File: src/rtl/lcd_pixel_out_if.sv
// Bus bundle between the pixel-formatting path, the timing controller and
// the lcd_pixel_out stage. The master side is the producer/timing-controller
// environment; the slave side is the pixel output stage itself.
//
// Handshake: write is a request without backpressure. A word is taken at a
// rising edge when write=1, full=0 and flush=0; otherwise it is dropped
// silently. read is a request from the timing controller. It pops at a
// rising edge when read=1, active=1, the FIFO is non-empty and flush=0. A
// popped pixel appears on lcdout one clock later, qualified by lcd_de=1.
interface lcd_pixel_out_if #(
    parameter int DEPTH = 4
);
    localparam int LW = $clog2(DEPTH) + 1;

    logic          tft_mode;
    logic [2:0]    bpp;
    logic          bgr;
    logic          write;
    logic [23:0]   wdata;
    logic          full;
    logic          almost_full;
    logic [LW-1:0] level;
    logic          flush;
    logic          read;
    logic          active;
    logic          underflow_clr;
    logic          underflow;
    logic [23:0]   lcdout;
    logic          lcd_de;

    modport master (
        output tft_mode, bpp, bgr, write, wdata, flush, read, active, underflow_clr,
        input  full, almost_full, level, underflow, lcdout, lcd_de
    );

    modport slave (
        input  tft_mode, bpp, bgr, write, wdata, flush, read, active, underflow_clr,
        output full, almost_full, level, underflow, lcdout, lcd_de
    );
endinterface

File: src/rtl/lcd_pixel_out.sv
// Pixel output stage: a DEPTH-entry 24-bit FIFO shared by STN and TFT modes,
// followed by a pixel expander (STN zero-extend, TFT 24/565/444/1:555 with
// optional R/B swap) and a registered panel bus with data-enable. Reports
// occupancy, full/almost-full and a sticky underflow flag.
module lcd_pixel_out #(
    parameter int STN_W    = 8,
    parameter int DEPTH    = 4,
    parameter int AF_LEVEL = DEPTH - 1
) (
    input logic            clk,
    input logic            reset,
    lcd_pixel_out_if.slave bus
);
    localparam int AW = $clog2(DEPTH);
    localparam int CW = AW + 1;
    localparam logic [CW-1:0] DEPTH_C  = CW'(DEPTH);
    localparam logic [CW-1:0] AF_C     = CW'(AF_LEVEL);
    localparam logic [23:0]   STN_MASK = 24'((25'd1 << STN_W) - 25'd1);

    logic [23:0]   r_mem [DEPTH];
    logic [AW-1:0] r_wptr;
    logic [AW-1:0] r_rptr;
    logic [CW-1:0] r_count;
    logic [23:0]   r_lcdout;
    logic          r_lcd_de;
    logic          r_underflow;

    logic          w_empty;
    logic          w_full;
    logic          w_push;
    logic          w_pop;
    logic          w_uf_set;
    logic [23:0]   w_head;
    logic [23:0]   w_exp;
    logic [23:0]   w_fmt;

    // Status flags come from the pre-edge count, so a push into a full FIFO
    // is refused even when a pop frees a slot in the same cycle.
    assign w_empty  = (r_count == '0);
    assign w_full   = (r_count == DEPTH_C);
    assign w_push   = bus.write & ~w_full & ~bus.flush;
    assign w_pop    = bus.read & bus.active & ~w_empty & ~bus.flush;
    assign w_uf_set = bus.active & bus.read & w_empty & ~bus.flush;
    assign w_head   = r_mem[r_rptr];

    assign bus.full        = w_full;
    assign bus.almost_full = (r_count >= AF_C);
    assign bus.level       = r_count;
    assign bus.lcdout      = r_lcdout;
    assign bus.lcd_de      = r_lcd_de;
    assign bus.underflow   = r_underflow;

    // Expand the head entry to the 24-bit panel bus per mode and format.
    always_comb begin
        w_exp = '0;
        if (!bus.tft_mode) begin
            w_exp = w_head & STN_MASK;
        end else begin
            case (bus.bpp)
                3'b101:  w_exp = w_head;
                3'b110:  w_exp = {w_head[15:11], 3'b0, w_head[10:5], 2'b0, w_head[4:0], 3'b0};
                3'b111:  w_exp = {w_head[11:8], 4'b0, w_head[7:4], 4'b0, w_head[3:0], 4'b0};
                default: w_exp = {w_head[14:10], w_head[15], 2'b0,
                                  w_head[9:5],   w_head[15], 2'b0,
                                  w_head[4:0],   w_head[15], 2'b0};
            endcase
        end
    end

    // BGR panels take red and blue in swapped byte lanes; STN ignores bgr.
    always_comb begin
        w_fmt = w_exp;
        if (bus.tft_mode && bus.bgr) begin
            w_fmt = {w_exp[7:0], w_exp[15:8], w_exp[23:16]};
        end
    end

    // Storage array: written on an accepted push; contents need no reset.
    always_ff @(posedge clk) begin
        if (w_push) begin
            r_mem[r_wptr] <= bus.wdata;
        end
    end

    // Pointer and occupancy bookkeeping; flush clears everything at once.
    always_ff @(posedge clk) begin
        if (!reset) begin
            r_wptr  <= '0;
            r_rptr  <= '0;
            r_count <= '0;
        end else if (bus.flush) begin
            r_wptr  <= '0;
            r_rptr  <= '0;
            r_count <= '0;
        end else begin
            if (w_push) begin
                r_wptr <= r_wptr + AW'(1);
            end
            if (w_pop) begin
                r_rptr <= r_rptr + AW'(1);
            end
            case ({w_push, w_pop})
                2'b10:   r_count <= r_count + CW'(1);
                2'b01:   r_count <= r_count - CW'(1);
                default: r_count <= r_count;
            endcase
        end
    end

    // Panel output register: blank outside the window, load on pop,
    // blank on underflow, otherwise hold data with data-enable low.
    always_ff @(posedge clk) begin
        if (!reset) begin
            r_lcdout <= '0;
            r_lcd_de <= 1'b0;
        end else if (!bus.active) begin
            r_lcdout <= '0;
            r_lcd_de <= 1'b0;
        end else if (w_pop) begin
            r_lcdout <= w_fmt;
            r_lcd_de <= 1'b1;
        end else if (w_uf_set) begin
            r_lcdout <= '0;
            r_lcd_de <= 1'b0;
        end else begin
            r_lcd_de <= 1'b0;
        end
    end

    // Sticky underflow: a new event wins over a clear in the same cycle.
    always_ff @(posedge clk) begin
        if (!reset) begin
            r_underflow <= 1'b0;
        end else if (w_uf_set) begin
            r_underflow <= 1'b1;
        end else if (bus.underflow_clr) begin
            r_underflow <= 1'b0;
        end
    end
endmodule

File: src/flat_wrapper.sv
// flat-port wrapper written by rule: the top's interface ports become plain ports
module lcd_pixel_out_flat 
#(
    parameter int STN_W    = 8,
    parameter int DEPTH    = 4,
    parameter int AF_LEVEL = DEPTH - 1
)
  (clk, reset, bus_tft_mode, bus_bpp, bus_bgr, bus_write, bus_wdata, bus_flush, bus_read, bus_active, bus_underflow_clr, bus_full, bus_almost_full, bus_level, bus_underflow, bus_lcdout, bus_lcd_de);
  lcd_pixel_out_if #(.DEPTH(DEPTH)) bus_i ();
  input logic clk;
  input logic reset;
  input wire logic [$bits(bus_i.tft_mode)-1:0] bus_tft_mode;
  input wire logic [$bits(bus_i.bpp)-1:0] bus_bpp;
  input wire logic [$bits(bus_i.bgr)-1:0] bus_bgr;
  input wire logic [$bits(bus_i.write)-1:0] bus_write;
  input wire logic [$bits(bus_i.wdata)-1:0] bus_wdata;
  input wire logic [$bits(bus_i.flush)-1:0] bus_flush;
  input wire logic [$bits(bus_i.read)-1:0] bus_read;
  input wire logic [$bits(bus_i.active)-1:0] bus_active;
  input wire logic [$bits(bus_i.underflow_clr)-1:0] bus_underflow_clr;
  output wire logic [$bits(bus_i.full)-1:0] bus_full;
  output wire logic [$bits(bus_i.almost_full)-1:0] bus_almost_full;
  output wire logic [$bits(bus_i.level)-1:0] bus_level;
  output wire logic [$bits(bus_i.underflow)-1:0] bus_underflow;
  output wire logic [$bits(bus_i.lcdout)-1:0] bus_lcdout;
  output wire logic [$bits(bus_i.lcd_de)-1:0] bus_lcd_de;
  assign bus_i.tft_mode = bus_tft_mode;
  assign bus_i.bpp = bus_bpp;
  assign bus_i.bgr = bus_bgr;
  assign bus_i.write = bus_write;
  assign bus_i.wdata = bus_wdata;
  assign bus_i.flush = bus_flush;
  assign bus_i.read = bus_read;
  assign bus_i.active = bus_active;
  assign bus_i.underflow_clr = bus_underflow_clr;
  assign bus_full = bus_i.full;
  assign bus_almost_full = bus_i.almost_full;
  assign bus_level = bus_i.level;
  assign bus_underflow = bus_i.underflow;
  assign bus_lcdout = bus_i.lcdout;
  assign bus_lcd_de = bus_i.lcd_de;
  lcd_pixel_out #(.STN_W(STN_W), .DEPTH(DEPTH), .AF_LEVEL(AF_LEVEL)) u_core (.clk(clk), .reset(reset), .bus(bus_i));
endmodule
File: config.mk
export PLATFORM = sky130hd
export DESIGN_NAME = lcd_pixel_out_flat
export DESIGN_NICKNAME = d
export VERILOG_FILES = /design/src/rtl/lcd_pixel_out_if.sv /design/src/rtl/lcd_pixel_out.sv /design/src/flat_wrapper.sv
export SDC_FILE = /design/constraint.sdc
export NUM_CORES = 1
export LEC_CHECK = 0
export CAP_MARGIN = 15
export CORE_MARGIN = 3
export CORE_UTILIZATION = 41
export CTS_CLUSTER_DIAMETER = 40
export DETAILED_ROUTE_END_ITERATION = 7
export SYNTH_ARGS = -nofsm -noshare
export SYNTH_HDL_FRONTEND = slang
export SYNTH_SLANG_ARGS = --single-unit
File: constraint.sdc
create_clock -name clk -period 2.45 [get_ports clk]
set_input_delay 0.49 -clock clk [delete_from_list [all_inputs] [get_ports clk]]
set_output_delay 0.49 -clock clk [all_outputs]
set_load 0.01 [all_outputs]
==> impl_results.md <==
- Internal cell power: 0.00417 W
- # H-tree levels: 4
- Relative slew slack: 0.711
- FF+latch count, synth: 131
- Power, Total: 0.00528 W
- Largest net degree at the start of global routing: 25
- Startpoint Class: flop
- Sequential-to-total area share from yosys stat: 0.603
- Vias/cell: around 5.5
- Prevailing post-synth register cell: edfxtp_1
- Post-CTS resize count: 0
- Crit path required time: roughly 2700 ps
- Die X: 126 microns
- Clock slew at reported path FFs: 60 ps
- MaxCap Viol Count: 0
- Yosys top cell area share: 0.485
- WL final: 14100 microns
- Synthesized instance count: 417
- CTS tree: yes
- Fin crit share: 0.928
- Crit-path leading delay family: flip-flops
- Starting Density: 0.423
- Max incr delay on CP: 550 ps
- # port buffers: 66
- Slew @ Worst Pin: 421 ps
- Startpoint of the worst hold path: u_core.bus.lcdout[10]$_SDFFE_PN0P_
- Slew Viols, Final: 0
- Overflow after GRT: 0
- Post-synth top area cell: edfxtp_1
- Worst reg-to-reg setup slack: 180 ps
- Setup Viol. Count Final: 0
- Reg-to-reg endpoint: u_core.bus.lcdout[6]$_SDFFE_PN0P_
- Post-Syn Area: 5940 sq um
- Post-route design area: 7680 sq um
- Hold-fix buffers, CTS: 0
- Ys Warns: 0
- Post-synth EDFFs: 96
- Net Sw Frac: 0.210
- RSZ-0062 raised after global routing: false
- Crit-path max FO: 13
- Initial antenna violation count: 0
- Layout cells sized above 1: 0.199
- Worst Skew: a little under 7 ps
- Sequential standard cell area: about 3600 sq um
- Crit-path cells: buf_4, buf_4, mux2i_1, mux2i_1, a21oi_1, and3_1, o41ai_1
- Top-level port count: 67
- Iteration-0 DRC Markers: roughly 290
- Area Overhead vs Synth: 29.3%
- Leakage: 2.65 nW
- DR vias: ~4000
- Setup Fix Bufs, Post-CTS: 0
- # fillers: ~1200
- Global Route Usage Sum: 0.179
- Core box area: 14000 sq um
- Clock power share: 0.476
- Root buffer cell: clkbuf_16
- Clock Latency Late Sink: 410 ps
- R2R depth: 7
- Final hold vios: 0
- Antenna Cells: 0
- Layout Nets: between 500 and 600
- Max VDD drop: 523 uV
- # clock sinks: 131
- Global-route wire length before repair: 21800 microns
- Crit Path Class: reg -> reg
- Mean routed wirelength per cell: just under 20 microns
- Synth Area per Inst: 14.3 sq um
- Fraction of registers with async set/reset: 0
- Power density cells: between 600 and 700 nW/um^2
- Drt pass-1 iters: 4
- Hold crit path type: reg -> reg
- Post-synth net total: approximately 460
- ANT nets after route: 0
- CP endpoint kind: flop
- Outcome: finished clean
- Number of global-route vias before repair: 3882
- Die area: 16000 sq um
- Bufs and invs on worst path: 2
- Row cnt: 43
- DR DRC count: 0
- WHS Path Cells: 2
- Placed cell area: 7090 sq um
- Die height: 126 microns
- Comb pwr share: 0.065
- Worst hold endpoint: u_core.bus.lcdout[10]$_SDFFE_PN0P_
- HPWL after DPL: roughly 9800 microns
- Netlist cell types: 67
- NetSw: 0.00111 W
- Worst EP arrival: roughly 2600 ps
- Area of the multi-input gates: roughly 2200 sq um
- Crit path time final: 2270 ps
- Sequential share of power: 0.459
- CP max stage cell: dfxtp_2
- FMAX: about 440 MHz
- Gpl congestion: 0.866
- Total CTS buffers: 17
- Clock Tree Buf Depth: 2
- Synth area leaders: edfxtp_1 (49%), dfxtp_1 (12%), mux4_2 (6.4%)
[worst max-delay path by stage]
stage	from	to	slack (ps)	depth (start not counted)
after floorplan	bus_flush	u_core.bus.level[2]$_SDFFE_PP0P_	180	8
after CTS	flop	u_core.bus.lcdout[6]$_SDFFE_PN0P_	180	7
final	flop	u_core.bus.lcdout[6]$_SDFFE_PN0P_	180	7
after global routing	u_core.bus.level[0]$_SDFFE_PP0P_	u_core.bus.level[2]$_SDFFE_PP0P_	90	11
after detailed placement	bus_bpp[1]	u_core.bus.lcdout[6]$_SDFFE_PN0P_	-80	6
after global placement	bus_flush	u_core.bus.level[2]$_SDFFE_PP0P_	-50	9
[worst min-delay path, delay by kind of cell, from the launching register on]
kind / cells / cell delay, ps
and+or+nand+nor: 2 / 90
DFF: 1 / 310
[cell usage in the layout, fill, tap and decap left out, types with 3 or more instances in the layout]
cell             count
edfxtp_1            96
clkdlybuf4s50_1     66
buf_4               40
nand2_1             34
dfxtp_1             34
nor2_1              27
mux2i_1             23
mux4_2              17
clkbuf_16           17
o21ai_0             14
a21oi_1             12
inv_1                9
mux4_1               9
a22o_1               9
and2_1               8
mux2_2               7
o22ai_1              5
nand3_1              5
a22oi_1              5
ha_1                 5
buf_12               5
nand4_1              4
nor2b_1              4
a2bb2oi_1            4
and3_1               3
nand2b_1             3
nand3b_1             3
o21ai_1              3
o2bb2ai_1            3
xor2_1               3
o221ai_1             3
clkinv_2             3
clkinvlp_4           3
bufinv_16            3
[synth_stat cells, types with 2 or more instances]
cell type,number
edfxtp_1,96
nor2_1,27
nor2b_1,4
clkbuf_1,11
o2bb2ai_1,3
a22oi_1,5
a32oi_1,2
and2_1,8
o22a_1,2
nor3_1,2
o22ai_1,5
buf_4,3
mux2_2,7
buf_2,3
mux4_2,17
nand3b_1,3
a21oi_1,12
dfxtp_1,35
a221o_1,2
o21ai_1,3
o31ai_1,2
mux4_1,9
o21ai_0,14
nand3_1,5
nand2_1,34
a2bb2oi_1,4
o21a_1,2
a22o_1,9
nor3_2,2
ha_1,5
and3_1,3
nand2b_1,3
inv_1,9
xnor2_1,2
buf_6,2
xor2_1,3
mux2i_1,23
o221ai_1,3
a21boi_0,2
nand4_1,4
[sequential cells by signal, summed over array words and instances, names as in the netlist, named ones only]
signal and flops:
u_core.r_mem 96, u_core.r_wptr 2, u_core.bus.lcdout 24, u_core.bus.lcd_de 1, u_core.bus.underflow 1, u_core.bus.level 3
u_core.r_rptr 2
[power groups by stage]
| stage | sequential [W] | clock, W | combinational [W] |
|---|---|---|---|
| 2_1_floorplan | 0.00247 | 0 | 0.000163 |
| 3_3_place_gp | 0.00247 | 0 | 0.000335 |
| 6_report | 0.00242 | 0.00251 | 0.000341 |
| 3_5_place_dp | 0.00247 | 0 | 0.000339 |
| 4_1_cts | 0.00242 | 0.00256 | 0.000342 |
| 5_1_grt | 0.00242 | 0.00266 | 0.000369 |
[per-stage QoR]
step                       util  hold slack (ps)  setup slack (ps)  std cells  TNS [ps]
final                     0.547              443               178        719         0
after global routing      0.547              459              88.1        719         0
after CTS                 0.547              443               183        719         0
after global placement    0.505              427             -49.8        687     -49.8
after floorplan               -              463               176        417         0
after detailed placement  0.505              436             -75.1        687      -149
[cells by family (layout without fill, tap and decap cells)]
logic type	count (synthesis)	in the layout	synth area share
DFF	131	131	0.603
and+or+nand+nor	104	104	0.0893
AOI/OAI and AO/OA	82	82	0.0979
muxes	57	57	0.159
buffers and inverters	32	154	0.0299
adders and majority gates	6	6	0.0139
xor gates and xnor gates	5	5	0.00737
[layer usage]
metal,vias to the layer above,part of all wire,GRT usage
li1,1854,-,-
met1,1970,0.46,0.246
met2,123,0.47,0.279
met3,16,0.047,0.0472
met4,0,0.022,0.0637
met5,-,0,0
[layout make-up]
class	instances	share of cell area
clock buffers	19	0.0563
clock inverters	13	0.0205
inverters	11	0.00537
multi-input cells	254	0.284
flip-flops and latches	131	0.466
well taps	180	0.0293
repair buffers	111	0.138
No activity file was read; power rests on OpenSTA's default activity.
